### src/rtl/switch_pattern_seq.sv
// Photonic switch pattern sequencer.
// Plays a latched bit pattern (LSB first) onto sw_out, one bit per rising edge
// of the 8 MHz enable, for a programmed number of passes or until aborted.
//
// state | meaning
// IDLE  | waiting for start; sw_out low
// ARMED | pattern latched, waiting for the first strobe
// RUN   | driving pattern bits, one per strobe
module switch_pattern_seq #(
  parameter int PAT_W = 32,
  parameter int REP_W = 8
) (
  input  logic                      clk,
  input  logic                      reset,
  input  logic                      en_8MHz,
  input  logic                      start,
  input  logic                      abort,
  input  logic [PAT_W-1:0]          pattern_in,
  input  logic [$clog2(PAT_W):0]    len_in,
  input  logic [REP_W-1:0]          repeat_in,
  output logic                      sw_out,
  output logic                      busy,
  output logic                      done,
  output logic                      err,
  output logic [$clog2(PAT_W)-1:0]  bit_idx,
  output logic [REP_W-1:0]          rep_cnt
);

  localparam int IDX_W = $clog2(PAT_W);
  localparam int LEN_W = IDX_W + 1;

  typedef enum logic [1:0] {
    IDLE  = 2'd0,
    ARMED = 2'd1,
    RUN   = 2'd2
  } state_t;

  state_t             state;
  logic               en_d;
  logic [PAT_W-1:0]   pat_q;
  logic [LEN_W-1:0]   len_q;
  logic [REP_W-1:0]   rep_q;

  logic               strobe;
  logic               len_ok;
  logic               last_bit;
  logic               more_passes;
  logic [IDX_W-1:0]   idx_nxt;
  logic [REP_W-1:0]   rep_nxt;

  assign strobe      = en_8MHz & ~en_d;
  assign len_ok      = (len_in != '0) && (len_in <= LEN_W'(PAT_W));
  assign last_bit    = ({1'b0, bit_idx} == (len_q - LEN_W'(1)));
  assign idx_nxt     = bit_idx + IDX_W'(1);
  assign rep_nxt     = rep_cnt + REP_W'(1);
  assign more_passes = (rep_q == '0) || (rep_nxt < rep_q);
  assign busy        = (state != IDLE);

  // Enable edge detector; held high in reset so a level held across reset release is not an edge.
  always_ff @(posedge clk or posedge reset) begin
    if (reset) en_d <= 1'b1;
    else       en_d <= en_8MHz;
  end

  // Sequencer FSM with registered switch drive and status pulses.
  always_ff @(posedge clk or posedge reset) begin
    if (reset) begin
      state   <= IDLE;
      sw_out  <= 1'b0;
      done    <= 1'b0;
      err     <= 1'b0;
      bit_idx <= '0;
      rep_cnt <= '0;
      pat_q   <= '0;
      len_q   <= '0;
      rep_q   <= '0;
    end else begin
      done <= 1'b0;
      err  <= 1'b0;
      if (abort) begin
        // bit_idx and rep_cnt are kept so software can see how far it got.
        state  <= IDLE;
        sw_out <= 1'b0;
      end else begin
        case (state)
          IDLE: begin
            sw_out <= 1'b0;
            if (start) begin
              if (len_ok) begin
                pat_q   <= pattern_in;
                len_q   <= len_in;
                rep_q   <= repeat_in;
                bit_idx <= '0;
                rep_cnt <= '0;
                state   <= ARMED;
              end else begin
                err <= 1'b1;
              end
            end
          end
          ARMED: begin
            if (strobe) begin
              sw_out  <= pat_q[0];
              bit_idx <= '0;
              state   <= RUN;
            end
          end
          RUN: begin
            if (strobe) begin
              if (!last_bit) begin
                bit_idx <= idx_nxt;
                sw_out  <= pat_q[idx_nxt];
              end else begin
                rep_cnt <= rep_nxt;
                if (more_passes) begin
                  bit_idx <= '0;
                  sw_out  <= pat_q[0];
                end else begin
                  sw_out <= 1'b0;
                  done   <= 1'b1;
                  state  <= IDLE;
                end
              end
            end
          end
          default: begin
            state  <= IDLE;
            sw_out <= 1'b0;
          end
        endcase
      end
    end
  end

endmodule

### config.mk
export PLATFORM = sky130hd
export DESIGN_NAME = switch_pattern_seq
export DESIGN_NICKNAME = d
export VERILOG_FILES = /design/src/rtl/switch_pattern_seq.sv
export SDC_FILE = /design/constraint.sdc
export NUM_CORES = 1
export LEC_CHECK = 0
export CAP_MARGIN = 20
export CORE_UTILIZATION = 60
export CTS_CLUSTER_DIAMETER = 40
export DETAILED_ROUTE_END_ITERATION = 16
export DONT_BUFFER_PORTS = 1
export PLACE_DENSITY = 0.75
export REMOVE_ABC_BUFFERS = 1
export SLEW_MARGIN = 20
export SYNTH_ARGS = -nofsm -noshare
export SYNTH_HDL_FRONTEND = slang
export SYNTH_SLANG_ARGS = --single-unit
### constraint.sdc
create_clock -name clk -period 6.43 [get_ports clk]
set_input_delay 1.286 -clock clk [delete_from_list [all_inputs] [get_ports clk]]
set_output_delay 1.286 -clock clk [all_outputs]
set_load 0.005 [all_outputs]
==> impl_metrics.json, run 1 <==
{
  "status": "finished clean",
  "r2r-start": "bit_idx[0]$_DFFE_PP0P_",
  "fin_nets": 365,
  "critical_path.max_stage_delay_ns": 0.52,
  "pre_cts_ws_ns": 3.26,
  "setup_viol": 0,
  "grt_pass1_vias": 2217,
  "cts_buffers": 9,
  "hold_start": "pat_q[9]$_DFFE_PP0P_",
  "yosysMostFrequentCell": "dfrtp_1",
  "synth_fa_ha_area_share_pct": 5.44,
  "drv_slew": 0,
  "slew_headroom_pct": 45.6,
  "pin_count": 68,
  "antenna_found_initial": 0,
  "async_reset_ff_share_pct": 100,
  "rsz0062_at_grt": "no",
  "synth_xor_area_share_pct": 4.31,
  "ys_top_cells_by_count": "dfrtp_1, mux2_1, inv_1, nand2_1, o21ai_1",
  "drt-pass1-iter-count": 4,
  "coreArea_um2": 5540,
  "cp_slowest_cell": "buf_4",
  "hold_depth": 1,
  "syn_inst": 295,
  "rows": 27,
  "skew_ns": 0.00466,
  "p_comb_share_pct": 32.0,
  "synth_seq_cells": 65,
  "setup_tns_ns": 0,
  "synth.avg_cell_area_um2": 11.7,
  "place_hpwl_um": 4540,
  "worst_pin_slew_ns": 0.817,
  "timing.rr.end": "sw_out$_DFFE_PP0P_",
  "cp-start-kind": "input pin",
  "switching_share_pct": 32.9,
  "seqPwrFrac_pct": 45.0,
  "cts_tree": "built",
  "peakVddDrop_uv": 210,
  "drive_above_1_share_pct": 9.54,
  "die_w_um": 77.9,
  "stdcell_area_um2": 3710,
  "cts_hold_buf": 0,
  "htree_levels": 3,
  "dr_wl_met3_um": 329,
  "grt_overflow_total": 0,
  "p_leak_nw": 1.64,
  "dieArea_um2": 6060,
  "ys_top_cells_by_area": "dfrtp_1, mux2_1, ha_1, mux4_1, mux4_2",
  "post-route-period-util_pct": 43.4,
  "port_buffers": 0,
  "fmax_mhz": 358,
  "ys.flop_type": "dfrtp_1",
  "grt_max_degree": 66,
  "synthDistinctLibCells": 48,
  "synth_compound_area_share_pct": 9.79,
  "cts.sinks": 65,
  "synthMuxAreaShare_pct": 19.8,
  "vias_per_cell": 6.02,
  "drt_iter0_markers": 118,
  "path_cells": "nor3_1 -> nand2_1 -> xnor2_1 -> nor2_4 -> buf_4 -> mux2_1",
  "grt_pass1_wl_um": 10500,
  "ant_nets": 0,
  "worst_ep_arrival_time_ns": 3.01,
  "rr_worst_depth": 6,
  "maxCapViolCount": 0,
  "wl_met2_um": 2980,
  "hold_viol_final": 0,
  "grt_use_total_pct": 23.3,
  "yosysTopAreaCellShare_pct": 46.4,
  "intPower_w": 0.000998,
  "gp_congestion": 0.800,
  "cp.required_ns": 6.65,
  "period_needed_ns": 2.79,
  "hp-class": "register to register",
  "wire_per_inst_um": 17.1,
  "top_layer_used": "met4",
  "p_switching_w": 0.000489,
  "min_to": "pat_q[9]$_DFFE_PP0P_",
  "p_per_area_nw_per_um2": 400,
  "initial_core_util_pct": 62.3,
  "finalWirelength_um": 6410,
  "antenna_cells": 0,
  "synthesis.area_um2": 3450,
  "synth_top_cell_by_area": "dfrtp_1",
  "cts_max_path_buffers": 2,
  "crit_fanout": 56,
  "met1Wirelength_um": 2960,
  "end_kind": "register",
  "clk_latency_ns": 0.34,
  "routed-via-count": 2264,
  "cts_setup_buffers": 0,
  "ys_warn_count": 0,
  "clkPwrFrac_pct": 23.0,
  "die_y_um": 77.9,
  "area_growth_pct": 7.61,
  "drc": 0,
  "synthSimpleGateAreaFrac_pct": 10.0,
  "seq_area_frac_synth_pct": 47.2,
  "placed_cell_area_um2": 3520,
  "clk_pin_slew_worst_paths_ns": 0.07,
  "layout_setup_ws_ns": 3.64,
  "clockRootBuffer": "clkbuf_8",
  "synth_edf_count": 0,
  "critical_path_class": "input pin to register",
  "reg2reg_slack_ns": 3.66,
  "cts_resized": 0,
  "synth_top_family_by_area": "multiplexers"
}
-- worst max-delay path, delay by kind of cell --
| kind | cells | cell delay (ns) |
|---|---|---|
| xor+xnor | 1 | 0.18 |
| buf+inv | 1 | 0.52 |
| simple gates | 3 | 0.59 |
| mux | 1 | 0.39 |
-- sequential cells by signal, indices dropped and copies added, names as in the netlist, 2 cells and up --
| register | count |
|---|---|
| rep_cnt | 8 |
| rep_q | 8 |
| state | 2 |
| pat_q | 32 |
| len_q | 6 |
| bit_idx | 5 |
-- worst max path at each step --
stage	start	end	slack [ns]	cells after the start
3_5_place_dp	len_in[0]	pat_q[6]$_DFFE_PP0P_	3.26	6
6_report	len_in[0]	pat_q[26]$_DFFE_PP0P_	3.64	6
2_1_floorplan	len_in[0]	len_q[2]$_DFFE_PP0P_	1.91	5
5_1_grt	bit_idx[0]$_DFFE_PP0P_	sw_out$_DFFE_PP0P_	3.49	6
3_3_place_gp	len_in[0]	pat_q[11]$_DFFE_PP0P_	3.35	6
4_1_cts	bit_idx[0]$_DFFE_PP0P_	sw_out$_DFFE_PP0P_	3.62	6
-- final cells by class --
cell class | count | area [um^2]
clock buffers | 10 | 138
well taps | 72 | 90.1
multi-input cells | 201 | 1710
repair buffers | 2 | 15.0
fillers | 417 | 1830
inverters | 20 | 75.1
clock inverters | 6 | 57.6
flip-flops and latches | 65 | 1630
-- cell usage in the layout (no fill, tap or decap), types with 2 or more instances in the layout --
cell type / instances
dfrtp_1: 64
mux2_1: 36
nand2_1: 20
inv_1: 19
o21ai_1: 16
ha_1: 15
nor2_1: 10
xnor2_1: 10
clkbuf_8: 10
a21oi_1: 9
xor2_1: 7
nand3_1: 7
a22o_1: 7
nand2b_1: 6
mux2i_1: 6
nor3_1: 4
mux4_1: 4
mux4_2: 4
clkinv_2: 4
nand3b_1: 3
nor2b_1: 3
a31oi_1: 3
nor4_1: 3
and3_1: 2
a211o_1: 2
o21ai_0: 2
or4_1: 2
mux2_2: 2
buf_4: 2
-- stage by stage --
step	total power, W	std cells	hold slack (ns)	util, %
finish	0.00149	376	0.481	67.1
global route	0.00159	376	0.494	67.1
CTS	0.00150	376	0.487	67.1
detailed placement	0.00115	360	0.470	63.5
global placement	0.00113	360	0.461	63.5
floorplan	0.00104	286	0.449	-
-- logic make-up after synthesis --
kind of cell,Yosys count
simple gates,67
fa+ha+maj,15
buf+inv,29
compound gates,50
xor+xnor,17
flops,65
mux,52
-- power by group through the flow --
stage	Sequential, W	Combinational [W]	Clock (W)
2_1_floorplan	0.000638	0.000399	0
3_3_place_gp	0.000669	0.000460	0
3_5_place_dp	0.000676	0.000478	0
4_1_cts	0.000669	0.000481	0.000347
5_1_grt	0.000690	0.000532	0.000366
6_report	0.000669	0.000476	0.000342
-- per-layer routing --
layer	up-vias	global-route usage, %
met1	1110	30.9
li1	1080	-
met2	59	35.0
met3	15	6.94
met4	0	10.8
met5	-	0
Note: power is estimated with default switching activity, not from simulation.
==> run 2, diff against run 1 <==
==> constraint.sdc (replaced) <==
create_clock -name clk -period 2.6 [get_ports clk]
set_input_delay 0.52 -clock clk [delete_from_list [all_inputs] [get_ports clk]]
set_output_delay 0.52 -clock clk [all_outputs]
set_load 0.005 [all_outputs]
==> impl_metrics.json, run 2 (same netlist as run 1, synthesis figures left out) <==
{
  "status": "finished clean",
  "post-route-period-util_pct": 96.9,
  "drive_above_1_share_pct": 13.7,
  "wl_met2_um": 3340,
  "cts.sinks": 65,
  "critPathLaunch": "rep_cnt[1]$_DFFE_PP0P_",
  "worst_ep_arrival_time_ns": 2.79,
  "crit_family": "compound AO/OA/AOI/OAI gates",
  "hp-class": "input pin to async pin",
  "path_cells": "and3_1 -> nand3_1 -> nor2_1 -> xor2_1 -> ha_1 -> a21oi_1 -> o21ai_0 -> a41oi_1 -> a21oi_2 -> a31oi_2 -> mux2i_1",
  "htree_levels": 3,
  "crit_cells": 11,
  "met1Wirelength_um": 2970,
  "p_per_area_nw_per_um2": 979,
  "cts_hold_buf": 0,
  "cts_tree": "built",
  "critical_path_class": "register to register",
  "antenna_found_initial": 1,
  "grt_pass1_vias": 2391,
  "p_leak_nw": 1.69,
  "grt_use_total_pct": 25.2,
  "drv_slew": 0,
  "cp.required_ns": 2.87,
  "skew_ns": 0.0122,
  "cts_buffers": 9,
  "cp-start-kind": "register",
  "slew_headroom_pct": 69.9,
  "vias_per_cell": 5.93,
  "coreArea_um2": 5540,
  "regMostFlops": "pat_q",
  "critical_path.max_stage_delay_ns": 0.39,
  "rr_worst_depth": 11,
  "initial_core_util_pct": 62.3,
  "fin_nets": 374,
  "reg2reg_slack_ns": 0.08,
  "layout_commonest_cell": "dfrtp_1",
  "end_kind": "register",
  "gp_congestion": 0.818,
  "finalWirelength_um": 6830,
  "clk_latency_ns": 0.35,
  "place_hpwl_um": 4830,
  "placed_cell_area_um2": 3600,
  "pin_count": 68,
  "drc": 0,
  "period_needed_ns": 2.52,
  "stdcell_area_um2": 3850,
  "die_y_um": 77.9,
  "wire_per_inst_um": 17.7,
  "peakVddDrop_uv": 617,
  "maxCapViolCount": 0,
  "cp_slowest_cell": "dfrtp_1",
  "area_growth_pct": 11.5,
  "timing.rr.end": "state[0]$_DFFE_PP0P_",
  "ant_nets": 0,
  "worst_pin_slew_ns": 0.448,
  "drt-pass1-iter-count": 4,
  "top_layer_used": "met4",
  "reg_top3": "pat_q: 32 flops, rep_cnt: 8 flops, rep_q: 8 flops",
  "crit_fanout": 4,
  "final_core_util_pct": 69.5,
  "pre_cts_ws_ns": 0.0747,
  "grt_max_degree": 66,
  "fmax_mhz": 397,
  "drt_iter0_markers": 93,
  "hold_viol_final": 0,
  "dieArea_um2": 6060,
  "crit_end": "state[0]$_DFFE_PP0P_",
  "layout_common_cells": "dfrtp_1, mux2_1, nand2_1, inv_1, o21ai_1",
  "routed-via-count": 2289,
  "grt_overflow_total": 0,
  "grt_pass1_wl_um": 11300,
  "layout_setup_ws_ns": 0.0794,
  "cts_max_path_buffers": 2,
  "die_w_um": 77.9,
  "dr_wl_met3_um": 409,
  "clockRootBuffer": "clkbuf_8",
  "largest_register_ff_count": 32,
  "clk_pin_slew_worst_paths_ns": 0.07,
  "setup_viol": 0,
  "rows": 27,
  "r2r-start": "rep_cnt[1]$_DFFE_PP0P_",
  "port_buffers": 0,
  "path_buf_inv": 0
}
==> run 2: repair_timing <==
item / CTS / global route
setup endpoints to repair: 0 / 8
resized for setup: 0 / 6
buffers inserted: 0 / 2
endpoints found under the hold margin: 0 / 0
==> run 2: layout make-up <==
| type | instances | area [um^2] |
|---|---|---|
| inverters | 20 | 75.1 |
| flip-flops and latches | 65 | 1630 |
| fillers | 409 | 1690 |
| clock inverters | 6 | 65.1 |
| clock buffers | 10 | 138 |
| well taps | 72 | 90.1 |
| repair buffers | 11 | 108 |
| diodes | 1 | 2.50 |
| multi-input cells | 201 | 1740 |
==> run 2: power by group <==
group	switching, W	internal [W]	leakage (nW)	total (W)
combinational	0.000630	0.000637	0.777	0.00127
clock	0.000405	0.000472	0.103	0.000876
sequential	0.000229	0.00139	0.812	0.00162
total	0.00126	0.00250	1.69	0.00377
==> run 2: how the worst min path moves through the flow <==
stage | startpoint | end | slack [ns] | depth (start not counted)
after global routing | reset | rep_q[7]$_DFFE_PP0P_ | 0.14 | 2
after detailed placement | pat_q[20]$_DFFE_PP0P_ | pat_q[20]$_DFFE_PP0P_ | 0.47 | 1
after CTS | reset | rep_q[7]$_DFFE_PP0P_ | 0.12 | 2
final | reset | pat_q[22]$_DFFE_PP0P_ | 0.12 | 2
after floorplan | pat_q[16]$_DFFE_PP0P_ | pat_q[16]$_DFFE_PP0P_ | 0.45 | 1
after global placement | pat_q[23]$_DFFE_PP0P_ | pat_q[23]$_DFFE_PP0P_ | 0.46 | 1
==> run 2: metal layers <==
metal	track usage, %	up-vias
met1	31.6	1120
met4	11.3	0
met3	7.65	11
li1	-	1098
met5	0	-
met2	40.1	60
==> run 2: stage by stage <==
step | hold slack [ns] | instances | total power, W | setup TNS [ns]
floorplan | 0.449 | 286 | 0.00257 | -51.05
global placement | 0.460 | 367 | 0.00281 | 0
detailed placement | 0.466 | 367 | 0.00288 | 0
CTS | 0.124 | 383 | 0.00377 | 0
global route | 0.138 | 386 | 0.00404 | -0.0849
finish | 0.124 | 386 | 0.00377 | 0
